--- src/rtl/door_lock_ctrl_if.sv ---
// Keypad/RPG bus for door_lock_ctrl. The master drives the keypad strobes and the
// RPG password; the slave (the lock controller) drives the registered status outputs.
interface door_lock_ctrl_if;
  // No valid/ready pairs on this bus: digit_valid, enter and clear are one-cycle
  // strobes that are always accepted (or dropped) on the edge that samples them,
  // and newPass is held by RPG from the cycle after a keyEnable pulse.
  logic [31:0] newPass;
  logic        digit_valid;
  logic [3:0]  digit;
  logic        enter;
  logic        clear;
  logic        keyEnable;
  logic        unlockDoor;
  logic        attempt_fail;
  logic        locked_out;
  logic [3:0]  digit_count;

  modport master (
    output newPass, digit_valid, digit, enter, clear,
    input  keyEnable, unlockDoor, attempt_fail, locked_out, digit_count
  );

  modport slave (
    input  newPass, digit_valid, digit, enter, clear,
    output keyEnable, unlockDoor, attempt_fail, locked_out, digit_count
  );
endinterface

--- src/rtl/door_lock_ctrl.sv ---
// One-time-password keypad lock: re-keys from RPG, buffers eight digits, opens on match.
// Define DOOR_LOCK_LOCKOUT_EN to add the failure counter and LOCKOUT state.
module door_lock_ctrl #(
  parameter int OPEN_CYCLES    = 16,
  parameter int LOCKOUT_CYCLES = 64,
  parameter int MAX_TRIES      = 3
) (
  input  logic             clk,
  input  logic             rst,
  door_lock_ctrl_if.slave  bus,
  output logic [2:0]       dbg_state
);

  localparam int TMAX = (OPEN_CYCLES > LOCKOUT_CYCLES) ? OPEN_CYCLES : LOCKOUT_CYCLES;
  localparam int TW   = $clog2(TMAX + 1);

  if (OPEN_CYCLES < 1 || LOCKOUT_CYCLES < 1 || MAX_TRIES < 1 || MAX_TRIES > 7) begin : g_bad_param
    $error("door_lock_ctrl: parameter out of range");
  end

  typedef enum logic [2:0] {
    S_REKEY   = 3'd0,
    S_LOAD    = 3'd1,
    S_IDLE    = 3'd2,
    S_OPEN    = 3'd3
`ifdef DOOR_LOCK_LOCKOUT_EN
    , S_LOCKOUT = 3'd4
`endif
  } state_t;

  state_t          state_q, state_d;
  logic [TW-1:0]   timer_q, timer_d;
  logic [31:0]     pass_q, pass_d;
  logic [31:0]     entry_q, entry_d;
  logic [3:0]      count_q, count_d;
  logic            key_en_q, key_en_d;
  logic            unlock_q, unlock_d;
  logic            fail_pulse_q, fail_pulse_d;
`ifdef DOOR_LOCK_LOCKOUT_EN
  logic [2:0]      fails_q, fails_d;
  logic            locked_q, locked_d;
`endif

  always_comb begin
    state_d      = state_q;
    timer_d      = timer_q;
    pass_d       = pass_q;
    entry_d      = entry_q;
    count_d      = count_q;
    key_en_d     = 1'b0;
    unlock_d     = 1'b0;
    fail_pulse_d = 1'b0;
`ifdef DOOR_LOCK_LOCKOUT_EN
    fails_d      = fails_q;
    locked_d     = 1'b0;
`endif
    unique case (state_q)
      S_REKEY: begin
        key_en_d = 1'b1;
        state_d  = S_LOAD;
      end
      // First LOAD cycle overlaps the keyEnable pulse; RPG's word is valid one cycle later.
      S_LOAD: begin
        if (!key_en_q) begin
          pass_d  = bus.newPass;
          entry_d = '0;
          count_d = '0;
          state_d = S_IDLE;
        end
      end
      S_IDLE: begin
        if (bus.clear) begin
          entry_d = '0;
          count_d = '0;
        end else if (bus.enter) begin
          entry_d = '0;
          count_d = '0;
          if (count_q == 4'd8 && entry_q == pass_q) begin
            unlock_d = 1'b1;
            timer_d  = TW'(OPEN_CYCLES - 1);
            state_d  = S_OPEN;
`ifdef DOOR_LOCK_LOCKOUT_EN
            fails_d  = '0;
`endif
          end else begin
            fail_pulse_d = 1'b1;
`ifdef DOOR_LOCK_LOCKOUT_EN
            fails_d = fails_q + 3'd1;
            if (fails_q + 3'd1 == 3'(MAX_TRIES)) begin
              locked_d = 1'b1;
              timer_d  = TW'(LOCKOUT_CYCLES - 1);
              state_d  = S_LOCKOUT;
            end
`endif
          end
        end else if (bus.digit_valid && count_q < 4'd8) begin
          entry_d = {entry_q[27:0], bus.digit};
          count_d = count_q + 4'd1;
        end
      end
      // Leaving OPEN/LOCKOUT raises keyEnable directly, so the REKEY pulse is not delayed.
      S_OPEN: begin
        if (timer_q == '0) begin
          key_en_d = 1'b1;
          state_d  = S_LOAD;
        end else begin
          timer_d  = timer_q - TW'(1);
          unlock_d = 1'b1;
        end
      end
`ifdef DOOR_LOCK_LOCKOUT_EN
      S_LOCKOUT: begin
        if (timer_q == '0) begin
          fails_d  = '0;
          key_en_d = 1'b1;
          state_d  = S_LOAD;
        end else begin
          timer_d  = timer_q - TW'(1);
          locked_d = 1'b1;
        end
      end
`endif
      default: state_d = S_REKEY;
    endcase
  end

  always_ff @(posedge clk) begin
    if (rst) begin
      state_q      <= S_REKEY;
      timer_q      <= '0;
      pass_q       <= '0;
      entry_q      <= '0;
      count_q      <= '0;
      key_en_q     <= 1'b0;
      unlock_q     <= 1'b0;
      fail_pulse_q <= 1'b0;
`ifdef DOOR_LOCK_LOCKOUT_EN
      fails_q      <= '0;
      locked_q     <= 1'b0;
`endif
    end else begin
      state_q      <= state_d;
      timer_q      <= timer_d;
      pass_q       <= pass_d;
      entry_q      <= entry_d;
      count_q      <= count_d;
      key_en_q     <= key_en_d;
      unlock_q     <= unlock_d;
      fail_pulse_q <= fail_pulse_d;
`ifdef DOOR_LOCK_LOCKOUT_EN
      fails_q      <= fails_d;
      locked_q     <= locked_d;
`endif
    end
  end

  assign bus.keyEnable    = key_en_q;
  assign bus.unlockDoor   = unlock_q;
  assign bus.attempt_fail = fail_pulse_q;
  assign bus.digit_count  = count_q;
`ifdef DOOR_LOCK_LOCKOUT_EN
  assign bus.locked_out   = locked_q;
`else
  assign bus.locked_out   = 1'b0;
`endif
  assign dbg_state        = state_q;

endmodule
--- src/flat_wrapper.sv ---
// flat-port wrapper written by rule: the top's interface ports become plain ports
module door_lock_ctrl_flat 
#(
  parameter int OPEN_CYCLES    = 16,
  parameter int LOCKOUT_CYCLES = 64,
  parameter int MAX_TRIES      = 3
)
  (clk, rst, dbg_state, bus_newPass, bus_digit_valid, bus_digit, bus_enter, bus_clear, bus_keyEnable, bus_unlockDoor, bus_attempt_fail, bus_locked_out, bus_digit_count);
  door_lock_ctrl_if bus_i ();
  input  logic clk;
  input  logic rst;
  output logic [2:0] dbg_state;
  input wire logic [$bits(bus_i.newPass)-1:0] bus_newPass;
  input wire logic [$bits(bus_i.digit_valid)-1:0] bus_digit_valid;
  input wire logic [$bits(bus_i.digit)-1:0] bus_digit;
  input wire logic [$bits(bus_i.enter)-1:0] bus_enter;
  input wire logic [$bits(bus_i.clear)-1:0] bus_clear;
  output wire logic [$bits(bus_i.keyEnable)-1:0] bus_keyEnable;
  output wire logic [$bits(bus_i.unlockDoor)-1:0] bus_unlockDoor;
  output wire logic [$bits(bus_i.attempt_fail)-1:0] bus_attempt_fail;
  output wire logic [$bits(bus_i.locked_out)-1:0] bus_locked_out;
  output wire logic [$bits(bus_i.digit_count)-1:0] bus_digit_count;
  assign bus_i.newPass = bus_newPass;
  assign bus_i.digit_valid = bus_digit_valid;
  assign bus_i.digit = bus_digit;
  assign bus_i.enter = bus_enter;
  assign bus_i.clear = bus_clear;
  assign bus_keyEnable = bus_i.keyEnable;
  assign bus_unlockDoor = bus_i.unlockDoor;
  assign bus_attempt_fail = bus_i.attempt_fail;
  assign bus_locked_out = bus_i.locked_out;
  assign bus_digit_count = bus_i.digit_count;
  door_lock_ctrl #(.OPEN_CYCLES(OPEN_CYCLES), .LOCKOUT_CYCLES(LOCKOUT_CYCLES), .MAX_TRIES(MAX_TRIES)) u_core (.clk(clk), .rst(rst), .bus(bus_i), .dbg_state(dbg_state));
endmodule
--- config.mk ---
export PLATFORM = sky130hd
export DESIGN_NAME = door_lock_ctrl_flat
export DESIGN_NICKNAME = d
export VERILOG_FILES = /design/src/rtl/door_lock_ctrl_if.sv /design/src/rtl/door_lock_ctrl.sv /design/src/flat_wrapper.sv
export SDC_FILE = /design/constraint.sdc
export NUM_CORES = 1
export LEC_CHECK = 0
export BUFFER_PORTS_ARGS = -buffer_cell sky130_fd_sc_hd__buf_2
export CAP_MARGIN = 10
export CORE_MARGIN = 3
export CORE_UTILIZATION = 38
export DETAILED_ROUTE_END_ITERATION = 8
export GPL_TIMING_DRIVEN = 0
export SETUP_SLACK_MARGIN = 0.05
export SYNTH_ARGS = -nofsm -noshare
export SYNTH_HDL_FRONTEND = slang
export SYNTH_SLANG_ARGS = --single-unit
export TNS_END_PERCENT = 50
--- constraint.sdc ---
create_clock -name clk -period 2.45 [get_ports clk]
set_clock_uncertainty 0.2 [all_clocks]
set_input_delay 0.6125 -clock clk [delete_from_list [all_inputs] [get_ports clk]]
set_output_delay 0.6125 -clock clk [all_outputs]
set_load 0.1 [all_outputs]
==> flow_metrics.tcl <==
set metrics [dict create \
    status "completed" \
    max_freq_mhz 436.8 \
    min-delay-start "u_core.entry_q[30]" \
    syn_area_per_cell_um2 8.037 \
    wl_per_cell_um 14.23 \
    vias_per_cell 5.031 \
    cts_root_buf "clkbuf_8" \
    ys_async_sr_fraction_pct 0 \
    initial_utilization_pct 39.69 \
    irDropWorstVdd_mv 0.5104 \
    leakage_nw 1.507 \
    cts_tree "built" \
    fin_cells 612 \
    startpoint_type "flop" \
    slew_viol_final 0 \
    cts_sinks 80 \
    arrival_ns 2.32 \
    drt_first_pass_iters 4 \
    holdPathStages 2 \
    cts_max_level 3 \
    tightest_slew_ns 0.5827 \
    worstReg2RegStart "u_core.entry_q[2]" \
    hold_class "reg2reg" \
    crit_required_ns 2.48 \
    synth_top_flop_cell "dfxtp_1" \
    core_um2 8848 \
    grt_overflow 0 \
    cts_made_buffers 9 \
    nets 547 \
    grt_antenna_before_repair 0 \
    num_vias 3079 \
    drt-initial-drc-count 121 \
    drc 0 \
    tns_ns 0 \
    place.gp.congestion 0.8025 \
    grt_setup_unrepaired "false" \
    ant_nets 0 \
    r2r_cells 8 \
    ys_seq_elements 80 \
    setup-violations-final 0 \
    grt_max_degree 15 \
    clkSlewWorstSetupHoldPaths_ns 0.09 \
    insertion_delay_ns 0.35 \
    rrSetupSlack_ns 0.16 \
    endpoint_kind "flop" \
    diodes 0 \
    critical_path.max_fanout 3 \
    min_to "u_core.entry_q[30]" \
    synth.largest_area_cell "dfxtp_1" \
    grt_pass1_vias 2847 \
    synth_most_common_cell "nand2_1" \
    fin_crit_sh_pct 93.45 \
    synth.top_cell.area_share_pct 45.60 \
    layout-drive-gt1-share_pct 18.45 \
    grt_pass1_wl_um 13900 \
    ys_types 44 \
    path_class "reg2reg" \
    chipWidth_um 102.1 \
    cap_viol_max_count 0 \
    grt_usage_pct 17.27 \
    die_height_um 102.1 \
    slew_headroom_pct 61.15 \
    netlist_instances 437 \
    yosysSeqAreaShare_pct 45.60 \
    synth-edff-count 0 \
    synthTopCellsByCount "nand2_1, dfxtp_1, a21oi_1, xnor2_1, clkbuf_1" \
    netlist_area_um2 3512 \
    routed_wl_um 8710 \
    hold_violations 0 \
    clockBufferDepth 2 \
    power.density_nw_per_um2 1118 \
    syn_to_final_growth_pct 17.96 \
    yosysWarnings 0 \
    placementRows 34 \
    io_buffer_count 48 \
    dp_hpwl_um 6397 \
    dp.cells 594 \
    die-area_um2 10430 \
    pin_count 52 \
    yosys-top-cells-area "dfxtp_1, nand2_1, a21oi_1" \
    hold_buffers 0 \
    regToRegEndpoint "u_core.timer_q[5]" \
    finalCriticalPeriod_ns 2.290 \
]
[worst max-delay path, cell delays in order, from the launching register on]
cell and delay (ns):
dfxtp_1 0.35, xnor2_1 0.24, nand4_1 0.24, nor4_4 0.43
buf_4 0.18, buf_4 0.10, nand4_1 0.13, o211ai_1 0.22
a21oi_1 0.08
[report_power, final]
part           internal, mW  total, mW  leakage (nW)  switching (mW)
clock                 0.461      0.970        0.0971           0.509
sequential             1.51       1.69         0.651           0.187
combinational         0.571       1.97         0.759            1.40
total                  2.54       4.63          1.51            2.09
[placed cells by master (no fill, tap or decap), types with 2 or more instances in the layout]
cell,synthesis,layout
nand2_1,139,139
dfxtp_1,80,77
a21oi_1,71,71
buf_2,5,56
xnor2_1,33,33
clkbuf_1,18,14
nand3_1,10,10
nor2_1,10,10
clkbuf_8,0,10
nand4_1,9,9
inv_1,8,8
ha_1,7,6
nor2b_1,5,5
buf_4,2,4
o21ai_0,3,3
nor3_1,3,2
o211ai_1,2,2
and3_1,2,2
o221a_1,2,2
a211oi_1,2,2
a31oi_1,2,2
conb_1,1,2
clkinvlp_4,0,2
dfxtp_2,0,2
[cell families (layout without fill, tap and decap cells)]
| family | Yosys count | after routing | synth area share [%] |
|---|---|---|---|
| and+or+nand+nor | 189 | 189 | 24.05 |
| adders and majority gates | 7 | 7 | 2.494 |
| DFF | 80 | 80 | 45.60 |
| other | 1 | 2 | 0.1068 |
| xor gates and xnor gates | 34 | 34 | 8.479 |
| AOI/OAI and AO/OA | 91 | 91 | 15.14 |
| buffers and inverters | 35 | 101 | 4.132 |
[routing by layer]
metal | global-route usage (%) | wire, um
met1 | 23.22 | 4199
met2 | 27.54 | 4057
met3 | 3.959 | 352
met4 | 5.550 | 101
met5 | 0 | 0
[registers in the layout (all words and copies together) (netlist names)]
signal                   cells
u_core.entry_q              32
u_core.pass_q               32
u_core.timer_q               7
u_core.bus.digit_count       4
u_core.dbg_state             2
u_core.bus.attempt_fail      1
u_core.bus.keyEnable         1
u_core.bus.unlockDoor        1
[area by class of cell]
class	count	area (um2)
Clock inverter	5	37.54
Tap cell	108	135.1
Multi-Input combinational cell	323	1794
Fill cell	930	4706
Timing Repair Buffer	50	255.2
Buffer	25	112.6
Clock buffer	11	162.7
Inverter	10	37.54
Sequential cell	80	1608
[through the flow]
| step | hold WS (ns) | instance area, um2 | setup slack (ns) | total power [mW] | utilization (%) |
|---|---|---|---|---|---|
| detailed placement | 0.2614 | 3897 | 0.08797 | 3.648 | 44.05 |
| CTS | 0.2729 | 4098 | 0.08643 | 4.616 | 46.31 |
| floorplan | 0.2488 | 3522 | 0.08302 | 3.125 | - |
| finish | 0.2739 | 4143 | 0.1604 | 4.630 | 46.82 |
| global route | 0.2825 | 4143 | 0.03769 | 4.954 | 46.82 |
| global placement | 0.2577 | 3897 | 0.09376 | 3.624 | 44.05 |
[how the worst max path moves through the flow]
stage | start | endpoint | slack [ns] | depth (start not counted)
3_5_place_dp | bus_enter | u_core.entry_q[26] | 0.09 | 7
4_1_cts | u_core.dbg_state[0] | u_core.entry_q[11] | 0.09 | 9
6_report | u_core.entry_q[2] | u_core.timer_q[5] | 0.16 | 8
3_3_place_gp | bus_enter | u_core.entry_q[26] | 0.09 | 7
5_1_grt | u_core.timer_q[0] | u_core.dbg_state[1] | 0.04 | 7
2_1_floorplan | u_core.bus.digit_count[0] | u_core.timer_q[2] | 0.08 | 7
[what timing repair did]
action,in CTS,in global routing
setup endpoints to repair,0,35
setup buffers,0,2
gates resized for setup,0,15
Power figures use the tool's default switching activity.
